## src/rtl/msrv32_pipe_ctrl.sv

```systemverilog
// Pipeline control for the msrv32 core: stall, flush, memory wait and trap sequencing.
// Outputs are combinational from the current state and inputs; state and counters are registered.
module msrv32_pipe_ctrl #(
    parameter int MEM_TIMEOUT  = 16,
    parameter int FLUSH_CYCLES = 1
) (
    input  logic       ms_risc32_mp_clk_in,
    input  logic       ms_risc32_mp_rst_in,
    input  logic       branch_taken_in,
    input  logic       ld_use_hazard_in,
    input  logic       dmem_req_in,
    input  logic       dmem_ack_in,
    input  logic       trap_req_in,
    output logic       reg1_en_out,
    output logic       reg2_en_out,
    output logic       reg2_flush_out,
    output logic [1:0] pc_sel_out,
    output logic       trap_taken_out,
    output logic       bus_err_out,
    output logic [2:0] state_out
);

    typedef enum logic [2:0] {
        RUN     = 3'b000,
        LDSTALL = 3'b001,
        MEMWAIT = 3'b010,
        FLUSH   = 3'b011,
        TRAP    = 3'b100
    } state_t;

    localparam logic [7:0] TIMEOUT_LAST = 8'(MEM_TIMEOUT - 1);
    localparam logic [1:0] FLUSH_LOAD   = 2'(FLUSH_CYCLES);

    localparam logic [1:0] PC_PLUS4  = 2'b00;
    localparam logic [1:0] PC_BRANCH = 2'b01;
    localparam logic [1:0] PC_TRAP   = 2'b10;
    localparam logic [1:0] PC_HOLD   = 2'b11;

    state_t     state;
    state_t     state_nxt;
    logic [7:0] wait_cnt;
    logic [7:0] wait_nxt;
    logic [1:0] flush_cnt;
    logic [1:0] flush_nxt;
    logic       trap_entry;

    always_ff @(posedge ms_risc32_mp_clk_in or posedge ms_risc32_mp_rst_in) begin
        if (ms_risc32_mp_rst_in) begin
            state     <= RUN;
            wait_cnt  <= 8'd0;
            flush_cnt <= 2'd0;
        end else begin
            state     <= state_nxt;
            wait_cnt  <= wait_nxt;
            flush_cnt <= flush_nxt;
        end
    end

    always_comb begin
        state_nxt      = state;
        wait_nxt       = wait_cnt;
        flush_nxt      = flush_cnt;
        trap_entry     = 1'b0;
        reg1_en_out    = 1'b1;
        reg2_en_out    = 1'b1;
        reg2_flush_out = 1'b0;
        pc_sel_out     = PC_PLUS4;
        trap_taken_out = 1'b0;
        bus_err_out    = 1'b0;

        case (state)
            RUN, LDSTALL: begin
                // LDSTALL masks the hazard so a load inserts at most one bubble.
                if (trap_req_in) begin
                    trap_entry = 1'b1;
                end else if (dmem_req_in && !dmem_ack_in) begin
                    reg1_en_out = 1'b0;
                    reg2_en_out = 1'b0;
                    pc_sel_out  = PC_HOLD;
                    wait_nxt    = 8'd0;
                    state_nxt   = MEMWAIT;
                end else if (branch_taken_in) begin
                    reg2_flush_out = 1'b1;
                    pc_sel_out     = PC_BRANCH;
                    if (FLUSH_CYCLES == 0) begin
                        state_nxt = RUN;
                    end else begin
                        flush_nxt = FLUSH_LOAD;
                        state_nxt = FLUSH;
                    end
                end else if (ld_use_hazard_in && state == RUN) begin
                    reg1_en_out    = 1'b0;
                    reg2_flush_out = 1'b1;
                    pc_sel_out     = PC_HOLD;
                    state_nxt      = LDSTALL;
                end else begin
                    state_nxt = RUN;
                end
            end

            MEMWAIT: begin
                wait_nxt = (wait_cnt == 8'hFF) ? wait_cnt : wait_cnt + 8'd1;
                if (dmem_ack_in) begin
                    state_nxt = RUN;
                end else if (wait_cnt == TIMEOUT_LAST) begin
                    bus_err_out = 1'b1;
                    trap_entry  = 1'b1;
                end else begin
                    reg1_en_out = 1'b0;
                    reg2_en_out = 1'b0;
                    pc_sel_out  = PC_HOLD;
                end
            end

            FLUSH: begin
                if (trap_req_in) begin
                    trap_entry = 1'b1;
                end else begin
                    reg2_flush_out = 1'b1;
                    if (flush_cnt <= 2'd1) begin
                        flush_nxt = 2'd0;
                        state_nxt = RUN;
                    end else begin
                        flush_nxt = flush_cnt - 2'd1;
                    end
                end
            end

            TRAP: begin
                reg2_flush_out = 1'b1;
                state_nxt      = RUN;
            end

            default: begin
                state_nxt = RUN;
            end
        endcase

        if (trap_entry) begin
            reg1_en_out    = 1'b1;
            reg2_en_out    = 1'b1;
            reg2_flush_out = 1'b1;
            pc_sel_out     = PC_TRAP;
            trap_taken_out = 1'b1;
            state_nxt      = TRAP;
        end

        // Reset holds the pipeline frozen with a bubble in stage 2.
        if (ms_risc32_mp_rst_in) begin
            reg1_en_out    = 1'b0;
            reg2_en_out    = 1'b0;
            reg2_flush_out = 1'b1;
            pc_sel_out     = PC_HOLD;
            trap_taken_out = 1'b0;
            bus_err_out    = 1'b0;
        end
    end

    assign state_out = ms_risc32_mp_rst_in ? RUN : state;

endmodule

```

## config.mk

```make
export PLATFORM = sky130hd
export DESIGN_NAME = msrv32_pipe_ctrl
export DESIGN_NICKNAME = d
export VERILOG_FILES = /design/src/rtl/msrv32_pipe_ctrl.sv
export SDC_FILE = /design/constraint.sdc
export NUM_CORES = 1
export LEC_CHECK = 0
export BUFFER_PORTS_ARGS = -buffer_cell sky130_fd_sc_hd__buf_2
export CELL_PAD_IN_SITES_DETAIL_PLACEMENT = 0
export CELL_PAD_IN_SITES_GLOBAL_PLACEMENT = 1
export CORE_MARGIN = 2
export CORE_UTILIZATION = 42
export CTS_CLUSTER_SIZE = 40
export DETAILED_ROUTE_END_ITERATION = 7
export PLACE_DENSITY_LB_ADDON = 0.1
export SLEW_MARGIN = 15
export SYNTH_ARGS = -nofsm -noshare
export SYNTH_HDL_FRONTEND = slang
export SYNTH_SLANG_ARGS = --single-unit
```

## constraint.sdc

```tcl
create_clock -name ms_risc32_mp_clk_in -period 3.2 [get_ports ms_risc32_mp_clk_in]
set_clock_uncertainty 0.1 [all_clocks]
set_input_delay 0.48 -clock ms_risc32_mp_clk_in [delete_from_list [all_inputs] [get_ports ms_risc32_mp_clk_in]]
set_output_delay 0.48 -clock ms_risc32_mp_clk_in [all_outputs]
set_load 0.03 [all_outputs]
```

Yosys cells after proc, flatten, opt, wreduce, memory -nomap -nowiden

Index checks and enable logic that the tools add are counted.

Output and inout port bits: 10
Latch bits: 0
Memory bits (writable): 0
Memories kept: 0
Register bits after elaboration: 13
ROM bits: 0
Input bits: 7

Reductions and logical operators: 11
Multipliers: 0
Bitwise operators: 0
Magnitude comparators: 1
Add/subtract/negate cells: 2
Multiplexer cells: 58
Shift operators: 0
Eq/ne operators: 16
Divide/modulo/power cells: 0

Operator list:

| operator            | count |
|---|---|
| $mux 2              | 15 |
| $mux 1              | 26 |
| $mux 8              | 3 |
| $mux 3              | 6 |
| $pmux 8 s2          | 1 |
| $ne 2x2->1 const B  | 6 |
| $ne 3x3->1 const B  | 4 |
| $pmux 3 s3          | 1 |
| $add 8x1->8 const B | 1 |
| $eq 8x4->1 const B  | 1 |
| $eq 8x8->1 const B  | 1 |
| $pmux 2 s2          | 2 |
| $reduce_and 4->1    | 2 |
| $eq 3x2->1 const B  | 2 |
| $pmux 1 s2          | 3 |
| $reduce_and 5->1    | 1 |
| $reduce_bool 2->1   | 2 |
| $eq 3x1->1 const B  | 1 |
| $eq 3x3->1 const B  | 1 |
| $logic_not 3->1     | 1 |
| $pmux 1 s3          | 1 |
| $reduce_or 3->1     | 1 |
| $le 2x1->1 const B  | 1 |
| $logic_and 1x1->1   | 2 |
| 3 further kinds     | 3 |

Logic depth before layout (Yosys ltp)

Gate-level depths: netlist of run 1.

Depth after elaboration: 9
Gate-level depth with buffers: 6
Depth with buffers taken out: 6

Worst setup path before layout of run 1

No wires, ideal clock.

Path type: register to output
Start point: register state[1]
End point: output port reg2_en_out
Stages on the path, launching flop included: 5
Slack: 0.745 ns
Data arrival time: 1.875 ns
Data required time: 2.620 ns
Cell sequence: dfrtp_1 > clkbuf_1 > nor3b_1 > o21ai_0 > a21oi_1

Longest elaborated chain between the ends: 5
Elaborated cells on any way between the ends: 10
Classes of those cells: eq/ne (3); mux (4); reduce/logical (3)

RTL lines:

| what                                                                | line | source |
|---|---|---|
| start: declaration                                                  | 39   | `state_t state;` |
| start signal: assignment                                            | 53   | `state <= state_nxt;` |
| $eq 3x2->1, or another cell as far along                            | 71   | `case (state)` |
| $reduce_or 3->1 (no line) / $reduce_or 2->1 (equally long branches) | -    |  |
| $pmux 1 s2                                                          | 71   |  |
| $mux 1 *                                                            | 139  | `if (trap_entry) begin` |
| $mux 1 *                                                            | 149  | `if (ms_risc32_mp_rst_in) begin` |
| end: declaration                                                    | 15   | `output logic reg2_en_out,` |

Every way passes the cells marked *; elsewhere a longest branch is shown, timed or not.

Final worst setup path of run 1

Ends and elaborated chain as after synthesis.

==> impl_metrics.py, run 1 <==
metrics = {
    "synth": {
        "ys_ff_latch": 13,
        "ys_types": 37,
        "synthTopCellsByCount": "a21oi_1, dfrtp_1, nor2_1",
        "yosys.area.top_type": "dfrtp_1",
        "synth_top_flop_cell": "dfrtp_1",
        "syn_nets": 118,
        "synth_edf_count": 0,
        "ys_warn_count": 0,
        "syn_area_sq_um": 896,
        "avgSynthCellArea_sq_um": 8.14,
        "yosysMostFrequentCell": "a21oi_1",
        "synth_top_area_share_pct": 36.3,
        "async_flop_share_pct": 100,
        "synth-seq-area-share_pct": 36.3,
        "synth_cells": 110,
        "ys_top_cells_by_area": "dfrtp_1, a21oi_1, nor2_1",
    },
    "detailed_routing": {
        "drt-wirelength-per-cell_microns": 14.4,
        "vias": 946,
        "drtPass1Iterations": 4,
        "wl_microns": 2250,
        "wl_met2_microns": 1030,
        "route.detailed.drc": 0,
        "met1_length_microns": 1090,
        "top_layer": "met4",
        "drt_iter0_markers": 34,
        "avgViaCountPerCell": 6.03,
        "ant_nets": 0,
        "wl_met3_microns": 119,
    },
    "place": {
        "hpwlAfterDp_microns": 1660,
        "placed_area_sq_mm": 0.00102,
        "portBuffers": 16,
        "gp_congestion": 0.822,
        "dpl.cell_count": 153,
    },
    "clocking": {
        "cts_tree": "yes",
        "post_cts_buffers": 0,
        "cts_max_level": 1,
        "cts-root-buf": "clkbuf_4",
        "clock_path_buffers": 2,
        "hold_buffers": 0,
        "insertion_delay_ns": 0.28,
        "cts_resized": 0,
        "cts_sinks": 13,
        "clkTransAtPathRegs_ns": 0.09,
        "cts_made_buffers": 3,
    },
    "sta": {
        "worst_hold_slack_ns": 0.200,
        "finalSetupViolCount": 0,
        "relSlewSlack_pct": 45.2,
        "maxSlewViolCount": 0,
        "min_period_ns": 2.79,
        "hold_violations": 0,
        "period_share_pct": 87.3,
        "tightest_slew_ns": 0.815,
        "fmax_mhz": 358,
        "finalSetupTns_ns": 0,
        "rsz0062_at_grt": "no",
    },
    "floorplanning": {
        "die_x_microns": 50.2,
        "die_area_sq_mm": 0.00252,
        "die_y_microns": 50.2,
        "rows": 16,
        "start_util_pct": 45.2,
        "ioPinCount": 17,
        "coreArea_sq_mm": 0.00198,
    },
    "power_and_ir_drop": {
        "peakVddDrop_v": 0.000355,
        "finalPower_uw": 704,
        "p_per_area_mw_per_mm2": 674,
        "power_leakage_nw": 0.472,
    },
    "global_route": {
        "grt_max_degree": 18,
        "gr-total-overflow": 0,
        "antenna_found_initial": 0,
        "grt_pass1_vias": 847,
        "grt_use_total_pct": 20.1,
        "grt_pass1_wl_microns": 3910,
    },
    "critical_path": {
        "worst-path-buf-inv": 1,
        "critPathSlowestCell": "or4b_4",
        "crit_type": "reg2out",
        "crit_top_cell": "a21oi_1",
        "cp_max_fo": 14,
        "rr_worst_depth": 4,
        "crit_path_cell_trace": "or4b_4, a21oi_1, a21oi_1, buf_2",
        "cp.required_ns": 2.62,
        "endpoint_kind": "primary output",
        "cp.depth": 4,
        "critPathMaxStageDelay_ns": 0.60,
        "cp_top_family": "compound AO/OA/AOI/OAI gates",
        "arrival_ns": 2.21,
        "startpoint_type": "flop",
    },
    "cells_and_area": {
        "n_fill_cell": 200,
        "final_net_count": 139,
        "layout-drive-gt1-share_pct": 18.5,
        "n_antenna_cell": 0,
        "finalNonFillerCells": 157,
        "fin_area_sq_mm": 0.00104,
        "syn2layout_area_growth_pct": 16.6,
    },
    "hold_path": {
        "hold_class": "in2async",
    },
    "outcome": {
        "status": "complete, no violations",
    },
    "run": {
        "cap_violations": 0,
    },
}
-- state kept, by name, summed over array words and instances, names as in the netlist --
name and count:
flush_cnt 2, wait_cnt 8, state 3
-- final timing paths --
path,slack (ns),from,endpoint
setup / recovery,0.41,state[1]$_DFFE_PP0P_,reg2_en_out
hold / removal,0.20,ms_risc32_mp_rst_in,state[2]$_DFFE_PP0P_
setup reg to reg,0.96,state[1]$_DFFE_PP0P_,wait_cnt[7]$_DFFE_PP0P_
hold reg to reg,0.43,flush_cnt[1]$_DFFE_PP0P_,flush_cnt[1]$_DFFE_PP0P_
max in group asynchronous,2.42,ms_risc32_mp_rst_in,wait_cnt[6]$_DFFE_PP0P_
min in group ms_risc32_mp_clk_in,0.43,flush_cnt[1]$_DFFE_PP0P_,flush_cnt[1]$_DFFE_PP0P_
-- cell usage in the layout, fill, tap and decap left out, types with 2 or more instances in the layout --
cell type	count
inv_1	7
nand3_1	6
a21o_1	3
or3_1	2
buf_4	2
o31ai_1	5
and3_1	3
o21ai_0	6
or4_1	2
nor2b_1	2
nor2_1	12
nor3_1	4
buf_2	16
a21boi_0	2
nand2_1	4
a21oi_1	14
dfrtp_1	13
nand4_1	2
nand2b_1	3
clkbuf_4	3
-- worst register-to-register path: cells and delay by family, from the launching register on --
kind,cells,cell delay (ns)
and+or+nand+nor,2,1.12
DFF,1,0.52
AOI/OAI and AO/OA,2,0.43
-- through the flow --
stage          worst slack (ns)  utilization, %
3_3_place_gp              0.669            51.3
2_1_floorplan             0.745               -
3_5_place_dp              0.688            51.3
5_1_grt                   0.277            52.7
4_1_cts                   0.412            52.7
6_report                  0.406            52.7
-- layout make-up --
class                           count  area (sq um)  share of cell area (%)
Tap cell                           27          33.8                    3.23
Clock inverter                      1          5.00                   0.479
Inverter                            7          26.3                    2.51
Multi-Input combinational cell     88           537                    51.4
Clock buffer                        3          22.5                    2.16
Timing Repair Buffer               18          95.1                    9.10
Sequential cell                    13           325                    31.1
-- layer usage --
layer | vias up | GRT usage [%]
li1 | 458 | -
met1 | 453 | 28.7
met2 | 33 | 31.1
met3 | 2 | 4.17
met4 | 0 | 4.17
met5 | - | 0
-- power by group --
| group | internal, mW | switching [mW] | total, mW |
|---|---|---|---|
| combinational | 0.126 | 0.214 | 0.340 |
| clock | 0.0464 | 0.0609 | 0.107 |
| sequential | 0.194 | 0.0629 | 0.257 |
-- cell families after synthesis --
family / after synthesis / share of synthesized area (%)
muxes: 1 / 1.26
and+or+nand+nor: 47 / 28.9
DFF: 13 / 36.3
buffers and inverters: 9 / 3.77
adders and majority gates: 1 / 1.40
AOI/OAI and AO/OA: 39 / 28.4
Note: power is estimated with default switching activity, not from simulation.
==> inputs of run 2 (changes only) <==
- CORE_ASPECT_RATIO: not set -> 1.4
==> run 2 against run 1 <==
Routed wire length shrank 0.53%. Global-route usage shrank 0.25 points. Count of clock-buffer cells in the layout grew 1. First-iteration DRC count shrank 59%. Sequential share of layout area grew 0.49 points. Clock power shrank 6%. Design area shrank 1.6%. Critical path depth grew 1. Via count shrank 4.0%. Critical endpoint is now reg1_en_out.
==> impl_metrics.py, run 2 (synthesis gave the netlist of run 1 again) <==
metrics = {
    "outcome": {
        "status": "complete, no violations",
    },
    "detailed_routing": {
        "route.detailed.drc": 0,
        "vias": 908,
        "avgViaCountPerCell": 6.05,
        "drt-wirelength-per-cell_microns": 14.9,
        "drt_iter0_markers": 14,
        "ant_nets": 0,
        "wl_microns": 2240,
        "drtPass1Iterations": 4,
    },
    "floorplanning": {
        "die_x_microns": 43.0,
        "die_y_microns": 58.6,
        "ioPinCount": 17,
        "coreArea_sq_mm": 0.00200,
        "die_area_sq_mm": 0.00252,
        "start_util_pct": 44.9,
        "rows": 19,
    },
    "sta": {
        "min_period_ns": 2.82,
        "rsz0062_at_grt": "no",
        "finalSetupViolCount": 0,
        "finalSetupTns_ns": 0,
        "hold_violations": 0,
        "relSlewSlack_pct": 49.9,
        "fmax_mhz": 355,
        "maxSlewViolCount": 0,
        "tightest_slew_ns": 0.746,
        "worst_hold_slack_ns": 0.212,
        "period_share_pct": 88.0,
    },
    "global_route": {
        "gr-total-overflow": 0,
        "grt_max_degree": 18,
        "grt_use_total_pct": 19.8,
        "grt_pass1_wl_microns": 3750,
        "antenna_found_initial": 0,
        "grt_pass1_vias": 822,
    },
    "critical_path": {
        "startpoint_type": "flop",
        "critPathSlowestCell": "nor4b_1",
        "worst-path-buf-inv": 1,
        "cp_top_family": "simple AND/OR/NAND/NOR gates",
        "endpoint_kind": "primary output",
        "timing.rr.start": "state[1]$_DFFE_PP0P_",
        "crit_path_cell_trace": "nor4b_1, o31ai_1, a21boi_0, and2_1, buf_2",
        "critPathMaxStageDelay_ns": 0.68,
        "crit_type": "reg2out",
        "arrival_ns": 2.24,
        "cp.required_ns": 2.62,
        "r2r_slack_ns": 0.94,
        "crit_start": "state[2]$_DFFE_PP0P_",
        "cp_max_fo": 13,
    },
    "power_and_ir_drop": {
        "finalPower_uw": 690,
        "peakVddDrop_v": 0.000387,
        "p_per_area_mw_per_mm2": 671,
        "power_leakage_nw": 0.464,
    },
    "clocking": {
        "post_cts_buffers": 0,
        "cts_resized": 0,
        "insertion_delay_ns": 0.28,
        "cts_made_buffers": 3,
        "cts_sinks": 13,
        "cts_max_level": 1,
        "clkTransAtPathRegs_ns": 0.09,
        "clock_path_buffers": 2,
        "cts_tree": "yes",
        "hold_buffers": 0,
        "cts-root-buf": "clkbuf_4",
    },
    "cells_and_area": {
        "layout_commonest_cell": "buf_2",
        "final_net_count": 138,
        "fin_area_sq_mm": 0.00103,
        "n_antenna_cell": 0,
        "layout-drive-gt1-share_pct": 17.1,
        "final_cell_mix": "buf_2, a21oi_1, dfrtp_1",
        "largest_register_ffs": 8,
        "syn2layout_area_growth_pct": 14.8,
        "top_regs": "wait_cnt: 8 flops, state: 3 flops, flush_cnt: 2 flops",
        "top_register": "wait_cnt",
    },
    "place": {
        "placed_area_sq_mm": 0.00100,
        "hpwlAfterDp_microns": 1720,
        "gp_congestion": 0.877,
        "portBuffers": 16,
    },
    "hold_path": {
        "hold_class": "in2async",
    },
    "run": {
        "cap_violations": 0,
    },
}
[run 2: path summary, 6_finish.rpt]
path / endpoint / cells past startpoint
setup / recovery: reg1_en_out / 5
hold reg to reg: flush_cnt[1]$_DFFE_PP0P_ / 2
setup reg to reg: wait_cnt[7]$_DFFE_PP0P_ / 4
min in group ms_risc32_mp_clk_in: flush_cnt[1]$_DFFE_PP0P_ / 2
hold / removal: state[1]$_DFFE_PP0P_ / 2
max in group asynchronous: state[0]$_DFFE_PP0P_ / 2
[run 2: through the flow]
step                util (%)  instances  setup slack, ns
floorplan                  -        110            0.745
global placement        50.2        146            0.662
detailed placement      50.2        146            0.652
CTS                     51.5        150            0.382
global route            51.5        150            0.128
finish                  51.5        150            0.383
[run 2: power breakdown]
group / internal, mW / switching (mW)
sequential: 0.194 / 0.0570
clock: 0.0483 / 0.0531
combinational: 0.123 / 0.215
total: 0.365 / 0.325
[run 2: area by class of cell]
type	count	area (sq um)
fillers	223	968
multi-input cells	88	537
flip-flops and latches	13	325
repair buffers	17	87.6
clock buffers	4	26.3
inverters	7	26.3
well taps	21	26.3
[run 2: layer usage]
metal  track usage (%)  up-vias  wire length, microns
met1              23.4      426                   922
met5                 0        -                     0
met4              12.6        0                    63
met3              2.15        6                    91
li1                  -      453                     -
met2              33.8       23                  1160
==> inputs of run 3 (changes only) <==
- CORE_ASPECT_RATIO: 1.4 -> 0.9
- PLACE_DENSITY: not set -> 0.88
- PLACE_DENSITY_LB_ADDON: 0.1 -> not set
==> run 3 against run 2 <==
Count of clock-buffer cells in the layout decreased by 1. Design area increased by 0.61%. Critical path type unchanged. Setup slack got worse by 0.082 ns. Clock power about the same. Largest power group unchanged. Combinational power is 1% lower. Largest cell class unchanged. Register-to-register slack improved by 0.03 ns. First-iteration DRC count grew 100%.
==> impl_metrics.py, run 3 (synthesis gave the netlist of run 1 again) <==
metrics = {
    "sta": {
        "finalSetupTns_ns": 0,
        "min_period_ns": 2.90,
        "finalSetupViolCount": 0,
        "layout_setup_ws_ns": 0.301,
        "rsz0062_at_grt": "no",
        "worst_hold_slack_ns": 0.212,
        "tightest_slew_ns": 0.747,
        "period_share_pct": 90.6,
        "maxSlewViolCount": 0,
        "fmax_mhz": 345,
        "relSlewSlack_pct": 49.5,
        "hold_violations": 0,
    },
    "critical_path": {
        "cp_max_fo": 13,
        "endpoint_kind": "primary output",
        "r2r_slack_ns": 0.97,
        "startpoint_type": "flop",
        "arrival_ns": 2.32,
        "cp.required_ns": 2.62,
        "crit_type": "reg2out",
    },
    "power_and_ir_drop": {
        "power_leakage_nw": 0.467,
        "p_sw_uw": 323,
        "seq_power_share_pct": 36.8,
        "peakVddDrop_v": 0.000451,
        "power_frac_comb_pct": 48.7,
        "p_per_area_mw_per_mm2": 663,
        "finalPower_uw": 686,
        "swShare_pct": 47.1,
        "internal_power_uw": 363,
        "p_clk_share_pct": 14.5,
    },
    "outcome": {
        "status": "complete, no violations",
    },
    "detailed_routing": {
        "ant_nets": 0,
        "avgViaCountPerCell": 5.86,
        "drtPass1Iterations": 4,
        "route.detailed.drc": 0,
        "wl_microns": 2020,
        "drt-wirelength-per-cell_microns": 13.1,
        "drt_iter0_markers": 28,
        "vias": 902,
    },
    "hold_path": {
        "hold_class": "in2async",
    },
    "floorplanning": {
        "coreArea_sq_mm": 0.00197,
        "rows": 15,
        "die_x_microns": 52.7,
        "ioPinCount": 17,
        "die_y_microns": 47.8,
        "die_area_sq_mm": 0.00252,
        "start_util_pct": 45.5,
    },
    "clocking": {
        "post_cts_buffers": 0,
        "cts_resized": 0,
        "insertion_delay_ns": 0.27,
        "cts_max_level": 1,
        "cts_sinks": 13,
        "hold_buffers": 0,
        "cts_made_buffers": 3,
        "cts-root-buf": "clkbuf_4",
        "cts_tree": "yes",
        "clock_path_buffers": 2,
        "clkTransAtPathRegs_ns": 0.08,
    },
    "global_route": {
        "grt_max_degree": 18,
        "gr-total-overflow": 0,
        "grt_use_total_pct": 17.8,
        "grt_pass1_vias": 739,
        "grt_pass1_wl_microns": 3200,
        "antenna_found_initial": 0,
    },
    "cells_and_area": {
        "largest_register_ffs": 8,
        "final_cell_mix": "buf_2, a21oi_1, dfrtp_1",
        "top_regs": "wait_cnt: 8 flops, state: 3 flops, flush_cnt: 2 flops",
        "n_fill_cell": 190,
        "syn2layout_area_growth_pct": 15.5,
        "layout_commonest_cell": "buf_2",
        "layout-drive-gt1-share_pct": 17.8,
        "multiInputGateArea_sq_um": 537,
        "final_net_count": 138,
        "n_antenna_cell": 0,
        "register_area_sq_um": 325,
        "top_register": "wait_cnt",
    },
    "run": {
        "cap_violations": 0,
    },
    "place": {
        "hpwlAfterDp_microns": 1570,
        "post-place-ws_ns": 0.646,
        "gp_congestion": 0.874,
        "portBuffers": 16,
    },
}
## run 3: cell count changes in the layout (fill, tap and decap cells not counted)
cell      delta
clkbuf_1     -1
clkinv_2     +1
## run 3: per-layer routing
metal  part of all wire (%)  global-route usage (%)
met5                      0                       0
met4                      0                    2.05
met3                    5.6                    6.56
met2                     44                    26.0
met1                     50                    25.9
## run 3: layout make-up
class                           instances  share of cell area [%]
Tap cell                               25                    3.02
Multi-Input combinational cell         88                    51.9
Clock inverter                          1                   0.484
Sequential cell                        13                    31.4
Clock buffer                            3                    2.18
Inverter                                7                    2.54
Timing Repair Buffer                   17                    8.46
## run 3: critical path: stages (launching register included)
cell and delay [ns]:
dfrtp_1 0.52, nor4b_1 0.73, o31ai_1 0.24, a21boi_0 0.20, and2_1 0.18, buf_2 0.17
## run 3: final timing paths
check | from | to | depth (start not counted)
setup / recovery | state[2]$_DFFE_PP0P_ | reg1_en_out | 5
hold / removal | ms_risc32_mp_rst_in | state[2]$_DFFE_PP0P_ | 2
setup reg to reg | state[1]$_DFFE_PP0P_ | wait_cnt[7]$_DFFE_PP0P_ | 4
hold reg to reg | flush_cnt[1]$_DFFE_PP0P_ | flush_cnt[1]$_DFFE_PP0P_ | 2
max in group asynchronous | ms_risc32_mp_rst_in | wait_cnt[3]$_DFFE_PP0P_ | 2
min in group ms_risc32_mp_clk_in | flush_cnt[1]$_DFFE_PP0P_ | flush_cnt[1]$_DFFE_PP0P_ | 2
## run 3: power by group through the flow
stage / sequential (mW) / combinational [mW] / clock (mW)
CTS: 0.252 / 0.334 / 0.104
finish: 0.252 / 0.334 / 0.0993
detailed placement: 0.254 / 0.334 / 0
floorplan: 0.223 / 0.273 / 0
global placement: 0.255 / 0.333 / 0
global route: 0.260 / 0.371 / 0.109
## run 3: through the flow
stage / area (sq um) / util (%) / cells
2_1_floorplan: 896 / - / 110
3_3_place_gp: 1010 / 51.1 / 150
3_5_place_dp: 1010 / 51.1 / 150
4_1_cts: 1030 / 52.5 / 154
5_1_grt: 1030 / 52.5 / 154
6_report: 1030 / 52.5 / 154
